$ cat config.mk
export PLATFORM = sky130hd
export DESIGN_NAME = draw_rect_multi
export DESIGN_NICKNAME = d
export VERILOG_FILES = /design/src/rtl/draw_rect_pkg.sv /design/src/rtl/rect_hit.sv /design/src/rtl/draw_rect_multi.sv
export SDC_FILE = /design/constraint.sdc
export NUM_CORES = 1
export LEC_CHECK = 0
export CORE_ASPECT_RATIO = 1.5
export CORE_MARGIN = 2
export CORE_UTILIZATION = 50
export CTS_CLUSTER_SIZE = 30
export DETAILED_ROUTE_END_ITERATION = 10
export PLACE_DENSITY = 0.81
export SYNTH_ARGS = -nofsm -noshare
export SYNTH_HDL_FRONTEND = slang
export SYNTH_SLANG_ARGS = --single-unit
$ cat constraint.sdc
create_clock -name clk -period 1.8 [get_ports clk]
set_input_delay 0.54 -clock clk [delete_from_list [all_inputs] [get_ports clk]]
set_output_delay 0.54 -clock clk [all_outputs]
set_load 0.01 [all_outputs]
$ cat src/rtl/draw_rect_pkg.sv
// draw_rect_pkg: shared rectangle config record, commit FSM states and sizing helper
package draw_rect_pkg;

    // Storage widths for the config record; top-level COORD_W/COLOR_W must not exceed these
    localparam int MAX_COORD_W = 16;
    localparam int MAX_COLOR_W = 24;

    typedef struct packed {
        logic [MAX_COORD_W-1:0] xmin;
        logic [MAX_COORD_W-1:0] xmax;
        logic [MAX_COORD_W-1:0] ymin;
        logic [MAX_COORD_W-1:0] ymax;
        logic [MAX_COLOR_W-1:0] color;
        logic                   en;
        logic                   border;
    } rect_cfg_t;

    typedef enum logic [1:0] {
        ST_IDLE,
        ST_DIRTY,
        ST_COMMIT
    } commit_state_t;

    function automatic int idx_width(input int n);
        return (n > 1) ? $clog2(n) : 1;
    endfunction

endpackage

$ cat src/rtl/rect_hit.sv
// rect_hit: stage-1 inclusive bounds compare for one rectangle; border mode when DRAW_RECT_BORDER_EN is defined
module rect_hit
    import draw_rect_pkg::*;
`ifdef DRAW_RECT_BORDER_EN
#(
    parameter int BORDER_W = 2
)
`endif
(
    input  rect_cfg_t              i_cfg,
    input  logic [MAX_COORD_W-1:0] i_x,
    input  logic [MAX_COORD_W-1:0] i_y,
    output logic                   o_hit
);

    logic w_inside;

    // Inverted bounds (min > max) can never satisfy both compares, so they never hit
    assign w_inside = i_cfg.en
                   && (i_x >= i_cfg.xmin) && (i_x <= i_cfg.xmax)
                   && (i_y >= i_cfg.ymin) && (i_y <= i_cfg.ymax);

`ifdef DRAW_RECT_BORDER_EN
    localparam logic [MAX_COORD_W-1:0] BW = MAX_COORD_W'(BORDER_W);

    logic w_edge;

    // Distances are only meaningful when inside, where the subtractions cannot wrap
    assign w_edge = ((i_x - i_cfg.xmin) < BW) || ((i_cfg.xmax - i_x) < BW)
                 || ((i_y - i_cfg.ymin) < BW) || ((i_cfg.ymax - i_y) < BW);

    assign o_hit = w_inside && (!i_cfg.border || w_edge);
`else
    logic w_unused_border;

    assign w_unused_border = i_cfg.border;
    assign o_hit           = w_inside;
`endif

endmodule

$ cat src/rtl/draw_rect_multi.sv
// draw_rect_multi: priority overlay of N_RECT rectangles on a VGA pixel stream, config committed at frame start
// Define DRAW_RECT_BORDER_EN to add cfg_border and BORDER_W (outline-only rectangles).
module draw_rect_multi
    import draw_rect_pkg::*;
#(
    parameter  int N_RECT   = 4,
    parameter  int COORD_W  = 11,
    parameter  int COLOR_W  = 12,
`ifdef DRAW_RECT_BORDER_EN
    parameter  int BORDER_W = 2,
`endif
    localparam int IDX_W    = idx_width(N_RECT)
)(
    input  logic               clk,
    input  logic               rst_n,
    input  logic [COORD_W-1:0] pix_x,
    input  logic [COORD_W-1:0] pix_y,
    input  logic               pix_valid,
    input  logic               frame_start,
    input  logic [COLOR_W-1:0] color_fondo,
    input  logic               cfg_valid,
    output logic               cfg_ready,
    input  logic [IDX_W-1:0]   cfg_idx,
    input  logic [COORD_W-1:0] cfg_xmin,
    input  logic [COORD_W-1:0] cfg_xmax,
    input  logic [COORD_W-1:0] cfg_ymin,
    input  logic [COORD_W-1:0] cfg_ymax,
    input  logic [COLOR_W-1:0] cfg_color,
    input  logic               cfg_en,
`ifdef DRAW_RECT_BORDER_EN
    input  logic               cfg_border,
`endif
    output logic [COLOR_W-1:0] rgb_out,
    output logic               rgb_valid,
    output logic               hit,
    output logic [IDX_W-1:0]   hit_idx
);

    rect_cfg_t              r_shadow [N_RECT];
    rect_cfg_t              r_active [N_RECT];
    commit_state_t          r_state;
    logic                   r_cfg_ready;
    logic [N_RECT-1:0]      r_hit_vec;
    logic                   r_valid1;
    logic                   r_valid2;
    logic [COLOR_W-1:0]     r_rgb;
    logic                   r_hit;
    logic [IDX_W-1:0]       r_hit_idx;

    logic                   w_accept;
    logic                   w_wr_border;
    rect_cfg_t              w_wr_cfg;
    logic [MAX_COORD_W-1:0] w_x;
    logic [MAX_COORD_W-1:0] w_y;
    logic [N_RECT-1:0]      w_hit_vec;
    logic                   w_found;
    logic [IDX_W-1:0]       w_sel_idx;
    logic [COLOR_W-1:0]     w_sel_color;

`ifdef DRAW_RECT_BORDER_EN
    assign w_wr_border = cfg_border;
`else
    assign w_wr_border = 1'b0;
`endif

    assign w_accept = cfg_valid && r_cfg_ready;
    assign w_wr_cfg = '{xmin:   MAX_COORD_W'(cfg_xmin),
                        xmax:   MAX_COORD_W'(cfg_xmax),
                        ymin:   MAX_COORD_W'(cfg_ymin),
                        ymax:   MAX_COORD_W'(cfg_ymax),
                        color:  MAX_COLOR_W'(cfg_color),
                        en:     cfg_en,
                        border: w_wr_border};
    assign w_x      = MAX_COORD_W'(pix_x);
    assign w_y      = MAX_COORD_W'(pix_y);

    // Shadow takes accepted writes (out-of-range indices match no entry); active reloads from shadow as COMMIT ends
    always_ff @(posedge clk or negedge rst_n) begin
        if (!rst_n) begin
            for (int i = 0; i < N_RECT; i++) begin
                r_shadow[i] <= '0;
                r_active[i] <= '0;
            end
        end else begin
            for (int i = 0; i < N_RECT; i++) begin
                if (w_accept && (cfg_idx == IDX_W'(i)))
                    r_shadow[i] <= w_wr_cfg;
                if (r_state == ST_COMMIT)
                    r_active[i] <= r_shadow[i];
            end
        end
    end

    // Commit FSM with registered ready: low only for the single COMMIT cycle
    always_ff @(posedge clk or negedge rst_n) begin
        if (!rst_n) begin
            r_state     <= ST_IDLE;
            r_cfg_ready <= 1'b0;
        end else begin
            case (r_state)
                ST_IDLE: begin
                    r_cfg_ready <= 1'b1;
                    if (w_accept)
                        r_state <= ST_DIRTY;
                end
                ST_DIRTY: begin
                    r_cfg_ready <= !frame_start;
                    if (frame_start)
                        r_state <= ST_COMMIT;
                end
                default: begin
                    r_cfg_ready <= 1'b1;
                    r_state     <= ST_IDLE;
                end
            endcase
        end
    end

    for (genvar r = 0; r < N_RECT; r++) begin : g_rect
`ifdef DRAW_RECT_BORDER_EN
        rect_hit #(.BORDER_W(BORDER_W)) u_hit (
`else
        rect_hit u_hit (
`endif
            .i_cfg (r_active[r]),
            .i_x   (w_x),
            .i_y   (w_y),
            .o_hit (w_hit_vec[r])
        );
    end

    // Stage 1: capture per-rectangle hits alongside the pixel qualifier
    always_ff @(posedge clk or negedge rst_n) begin
        if (!rst_n) begin
            r_hit_vec <= '0;
            r_valid1  <= 1'b0;
        end else begin
            r_hit_vec <= w_hit_vec;
            r_valid1  <= pix_valid;
        end
    end

    // Lowest index wins: scan from the top so lower indices overwrite higher ones
    always_comb begin
        w_found     = 1'b0;
        w_sel_idx   = '0;
        w_sel_color = '0;
        for (int i = N_RECT - 1; i >= 0; i--) begin
            if (r_hit_vec[i]) begin
                w_found     = 1'b1;
                w_sel_idx   = IDX_W'(i);
                w_sel_color = COLOR_W'(r_active[i].color);
            end
        end
    end

    // Stage 2: resolve colour, blanking forces all pixel outputs to zero
    always_ff @(posedge clk or negedge rst_n) begin
        if (!rst_n) begin
            r_valid2  <= 1'b0;
            r_hit     <= 1'b0;
            r_hit_idx <= '0;
            r_rgb     <= '0;
        end else begin
            r_valid2  <= r_valid1;
            r_hit     <= r_valid1 && w_found;
            r_hit_idx <= r_valid1 ? w_sel_idx : '0;
            r_rgb     <= !r_valid1 ? '0 : (w_found ? w_sel_color : color_fondo);
        end
    end

    assign cfg_ready = r_cfg_ready;
    assign rgb_out   = r_rgb;
    assign rgb_valid = r_valid2;
    assign hit       = r_hit;
    assign hit_idx   = r_hit_idx;

endmodule
==> results.yml <==
floorplan:
  core_area_sq_mm: 0.0436
  die_area_sq_mm: 0.0458
  fp-row-count: 94
  start_util: 0.505
  io_pins: 115
  die_h_microns: 261
  fp.dieW_microns: 175
grt:
  antenna_found_initial: 2
  met1_usage: 0.283
  grt_use_total: 0.245
  grtUsageMet2: 0.439
  grt-ovfl-total: 0
  busiest_layer: "met2"
  grt_pass1_vias: 16808
  globalRouteMet3Util: 0.0315
  grt_max_degree: 77
  grt_first_pass_wirelength_mm: 87.8
cts:
  cts_max_level: 2
  clock_sinks: 480
  clockBufferDepth: 3
  cts-root-buf: "clkbuf_16"
  clkLatencyLatePin_ns: 0.57
  path_clk_slew_ns: 0.07
  cts_made_buffers: 44
  cts_tree: "yes"
routing:
  postRouteAntennaNets: 0
  wire_per_inst_microns: 20.3
  drt-total-wl_mm: 55.7
  vias: 15318
  drc: 0
  vias_per_cell: 5.60
  drtIter0Drc: 908
  drt_first_pass_iters: 5
timing:
  finalHoldViolCount: 0
  tns_ns: -0.174
  post-route-period-util: 1.04
  finalCriticalPeriod_ns: 1.87
  max-slew-margin-rel: 0.578
  skew_ns: 0.0207
  rsz0062_at_grt: "true"
  finalSetupViolations: 3
  max_slew.worst_pin.slew_ns: 0.634
  slew_violations: 0
  setup_slack_ns: -0.0746
  max_freq_mhz: 533
  holdWs_ns: 0.420
logic_synthesis:
  synthesis.nets: 2158
  synth_edf_count: 0
  ys_top_cells_by_count: "dfrtp_1, mux2_2, o21ai_0"
  synth_ff_type: "dfrtp_1"
  ys_seq_area_frac: 0.545
  synthArstFlopShare: 1.00
  synth-compound-area-share: 0.0898
  avgSynthCellArea_sq_um: 11.7
  synth_cell_type_count: 44
  synth_top_area_frac: 0.545
  synthMuxAreaShare: 0.157
  yosysTopAreaCell: "dfrtp_1"
  ys_ff_latch: 480
  synth_top_family_by_area: "multiplexers"
  yosys.cell_count.top_type: "dfrtp_1"
  syn_area_sq_mm: 0.0220
  yosys.area_share.adder: 0.100
  synth-simple-area-share: 0.0648
  netlist_instances: 1884
  synth_xor_area_frac: 0
  netlist_top_cells_area: "dfrtp_1, mux2_2, ha_1"
  synth_warnings: 0
cells_and_area:
  syn2layout_area_growth_pct: 24.3
  drive_above_1_share: 0.271
  nFillCells: 3111
  final_nets: 2399
  final_cell_count_no_fill: 2737
worst_setup_path:
  arrival_ns: 2.34
  r2r_end: "r_hit_vec[1]"
  cp_max_fo: 7
  critical_path_class: "in -> reg"
  r2r_slack_ns: -0.05
  timing.reg2reg.worst_path_depth: 8
  endpoint_kind: "register"
  r2r_start: "r_active[214]"
  cp.required_ns: 2.27
  startpoint_type: "input pin"
placed_design:
  place_inst: 2637
  detailedPlace.worstSlack_ns: -1.06
  io_buffers: 114
  place_congestion: 0.888
  hpwlAfterDp_mm: 38.6
power:
  peakVddDrop_mv: 0.753
  total_power_mw: 39.1
  p_leak_nw: 12.3
  p_per_area_mw_per_mm2: 1430
run:
  cap_violations: 0
hold_path:
  min_from: "pix_valid"
  hold_end: "r_valid1"
  whs_path_depth: 1
  hp-class: "in -> reg"
run_status:
  violations: "negative setup slack"
  outcome: "finished with violations"
## state kept, by name (all words and copies together), names as in the netlist
| name | count |
|---|---|
| hit_idx | 2 |
| cfg_ready | 1 |
| r_hit_vec | 4 |
| r_shadow | 228 |
| rgb_out | 12 |
| r_active | 228 |
| rgb_valid | 1 |
| r_state | 2 |
| r_valid1 | 1 |
| hit | 1 |
## timing repair
| item | in CTS | in global routing |
|---|---|---|
| setup buffers | 14 | 3 |
| resized for setup | 122 | 48 |
| endpoints found under the setup margin | 21 | 6 |
| hold endpoints to repair | 17 | 0 |
| hold buffers | 1 | 0 |
| pin swaps | 30 | 26 |
## worst max-delay path, cell delays in order
cell	delay, ns
clkdlybuf4s50_1	0.48
buf_6	0.16
ha_4	0.22
a211o_1	0.31
a221oi_2	0.22
o221ai_1	0.15
a211oi_1	0.25
## cells by family after synthesis
group / after synthesis
flops: 480
buf+inv: 244
compound gates: 349
simple gates: 327
fa+ha+maj: 176
mux: 308
## layout by cell type, fill, tap and decap left out, drive strengths merged, types with 10 or more instances in the layout
cell type        n
a211oi          15
a21oi           74
buf            161
clkbuf          53
clkdlybuf4s50   75
clkinv          12
dfrtp          480
dlygate4sd2     30
ha             176
inv            166
mux2           296
mux2i           12
nand2          205
nand2b          14
nand3           13
nand4           20
nor2            39
nor2b           10
nor3            10
o211a           13
o21ai          214
## report_power, final
part | switching [mW] | internal, mW | leakage (nW) | total, mW
sequential | 1.74 | 14.6 | 5.83 | 16.3
clock | 4.16 | 6.02 | 0.765 | 10.2
combinational | 6.55 | 6.03 | 5.71 | 12.6
total | 12.5 | 26.6 | 12.3 | 39.1
## per-layer routing
| layer | wire, microns | up-vias |
|---|---|---|
| li1 | - | 6980 |
| met2 | 28800 | 400 |
| met3 | 2090 | 184 |
| met1 | 21600 | 7752 |
| met5 | 13 | - |
| met4 | 3200 | 2 |
## per-stage QoR
stage	util	cell area [sq um]
final	0.628	27400
after floorplan	-	22100
after global routing	0.628	27400
after detailed placement	0.576	25100
after global placement	0.576	25100
after CTS	0.622	27100
## worst max-delay path by stage
stage | endpoint | depth (start not counted) | start | slack [ns]
floorplan | r_hit_vec[3] | 8 | pix_y[0] | 0.0002
global placement | r_hit_vec[3] | 9 | pix_y[3] | -1.02
detailed placement | r_hit_vec[3] | 10 | pix_y[0] | -1.06
CTS | r_hit_vec[1] | 8 | r_active[214] | -0.04
global route | r_hit_vec[2] | 8 | r_active[120] | -0.14
finish | r_hit_vec[2] | 7 | pix_y[10] | -0.07
## area by class of cell
type | instances | area, sq um | share of cell area
antenna | 2 | 5.00 | 0.000183
clock buffer | 53 | 1180 | 0.0433
clock inverter | 27 | 392 | 0.0143
inverter | 166 | 627 | 0.0229
multi-input combinational | 1160 | 9660 | 0.353
sequential | 480 | 12000 | 0.439
tap | 576 | 721 | 0.0263
timing repair buffer | 273 | 2780 | 0.102
Note: power is estimated with default switching activity, not from simulation.
==> patch (same flow settings) <==
Build with the macro `DRAW_RECT_BORDER_EN` defined.
--- a/src/rtl/rect_hit.sv
+++ b/src/rtl/rect_hit.sv
@@ -1,4 +1,6 @@
 // rect_hit: stage-1 inclusive bounds compare for one rectangle; border mode when DRAW_RECT_BORDER_EN is defined
+`define DRAW_RECT_BORDER_EN
+
 module rect_hit
     import draw_rect_pkg::*;
 `ifdef DRAW_RECT_BORDER_EN
Ports: changed (added cfg_border); port bits go from 115 to 116. The function was not compared with the original's and may differ.
==> patch against the unedited design <==
The flow still finishes with violations (negative setup slack); worst hold slack got worse by 0.0057 ns; design area increased by 27%; count of clock-buffer cells in the layout increased by 5; routed wire length increased by 38%; synthesized area increased by 22%; sequential cell count increased by 8; setup slack got worse by 1.1 ns.
Power is not compared: it rests on default switching activity, and its combinational part moved more than twofold at a synthesized area within 25%.
==> patch: results (changes against the unedited design) <==
synth_seq_area_share: 0.455  # -0.0902
worst_setup_hold_path_clk_slew_ns: 0.07  # about the same
grt_start_max_net_pins: 65  # -16%
num_vias: 21900  # +43%
internal_power_mw: 35.1
dp_wirelength_mm: 58.7  # +52%
drtIter0Drc: 1084  # +19%
timing.clock.skew_ns: 0.0315  # +0.0108 ns
antenna_violations_before_repair: 4  # +2
post_synth_inst_count: 2515  # +33%
htreeDepth: 2  # unchanged
synthArstFlopShare: 1.00  # unchanged
violations: "negative setup slack"
run_status: "finished, violations left"
mappedNetlistNets: 2806  # +30%
slew_headroom: 0.686  # +0.109
final_wl_mm: 77.1  # +38%
finalNonFillerCells: 3808  # +39%
vias_in_the_first_global_route: 23500  # +40%
cts_made_buffers: 45  # +2.3%
worst_hold_path_type: "input port to register"
fin_ws_ns: -1.15  # -1.07 ns
synth_cell_types: 73  # +66%
clock_insertion_delay_worst_skew_ns: 0.60  # +0.03 ns
portBuffers: 115  # +0.88%
fin_nets: 3376  # +41%
drive_above_1_share: 0.344  # +0.0729
track_usage: 0.280  # +0.0347
crit_family: "simple AND/OR/NAND/NOR gates"
drt_pre_antenna_iters: 5  # unchanged
routabilityCongestion: 0.945  # +6.4%
netlist_top_cells_count: "488 x dfrtp_1, 378 x mux2_2, 204 x o21ai_0"
slowest_cp_cell: "or4_1"
grt_first_pass_wirelength_mm: 122  # +39%
power.static_leakage_nw: 15.7
numPlacedInstances: 3712  # +41%
vdd.ir_drop.worst_mv: 1.18
timing.final.setup_violations: 4  # +1
clockBufferDepth: 3  # unchanged
critPathMaxStageDelay_ns: 0.50  # +0.02 ns
cp_max_fo: 2  # -5
arr_time_crit_path_ns: 3.44  # +1.10 ns
synthFlopType: "dfrtp_1"
yosys-top-cells-area: "dfrtp_1 46%, mux2_2 16%, ha_1 8.2%"
finalSetupTns_ns: -3.90  # -3.72 ns
ys.warnings.count: 0  # unchanged
insertedDiodeCount: 0  # -2
clock-root-buffer: "clkbuf_16"
[patch: timing repair]
item / in CTS / in global routing
pin swaps: 42 / 47
endpoints found under the setup margin: 21 / 10
resized for setup: 91 / 62
hold buffers: 1 / 0
hold endpoints to repair: 21 / 0
buffers inserted: 9 / 5
[patch: kinds of logic (layout without fill, tap and decap cells)]
| logic type | after synthesis | count (layout) | share of synthesized area |
|---|---|---|---|
| compound gates | 557 | 557 | 0.127 |
| xor+xnor | 50 | 50 | 0.0163 |
| fa+ha+maj | 192 | 192 | 0.0940 |
| buf+inv | 273 | 877 | 0.0382 |
| flops | 488 | 488 | 0.455 |
| mux | 411 | 411 | 0.171 |
| simple gates | 544 | 544 | 0.0987 |
[patch: metrics by stage]
step                setup WS (ns)  utilization  instance area [um2]
finish                      -1.15        0.651                34700
global route                -1.28        0.651                34700
CTS                         -1.23        0.646                34500
detailed placement          -2.02        0.612                32600
global placement            -1.92        0.612                32600
floorplan                  -0.928            -                27000
[patch: path summary, 6_finish.rpt]
check,from,end,slack (ns),cells after the start
worst max-delay path,r_active[296],r_hit_vec[0],-1.15,13
worst min-delay path,pix_valid,r_valid1,0.41,1
worst max register to register,r_active[296],r_hit_vec[0],-1.15,13
worst min register to register,r_state[1],r_state[0],0.46,1
max in group asynchronous,rst_n,r_shadow[227],0.63,4
min in group asynchronous,rst_n,r_shadow[13],0.45,2
[patch: power by group through the flow]
stage	clock (mW)	sequential, mW	combinational [mW]
2_1_floorplan	0	16.3	15.9
3_3_place_gp	0	17.0	25.4
3_5_place_dp	0	17.3	26.4
4_1_cts	10.6	17.2	27.0
5_1_grt	11.0	17.6	30.3
6_report	10.4	17.2	27.8
[patch: cell type report]
type / count / area (um2)
fillers: 4000 / 18600
multi-input cells: 1754 / 14100
flip-flops and latches: 488 / 12200
repair buffers: 607 / 5210
clock buffers: 58 / 1270
well taps: 689 / 862
inverters: 189 / 736
clock inverters: 23 / 345
[patch: per-layer routing]
layer,track usage,up-vias,part of all wire
met5,0,-,0.00073
met4,0.144,8,0.052
met3,0.0419,226,0.044
met2,0.504,597,0.52
met1,0.316,10900,0.38
li1,-,10200,-
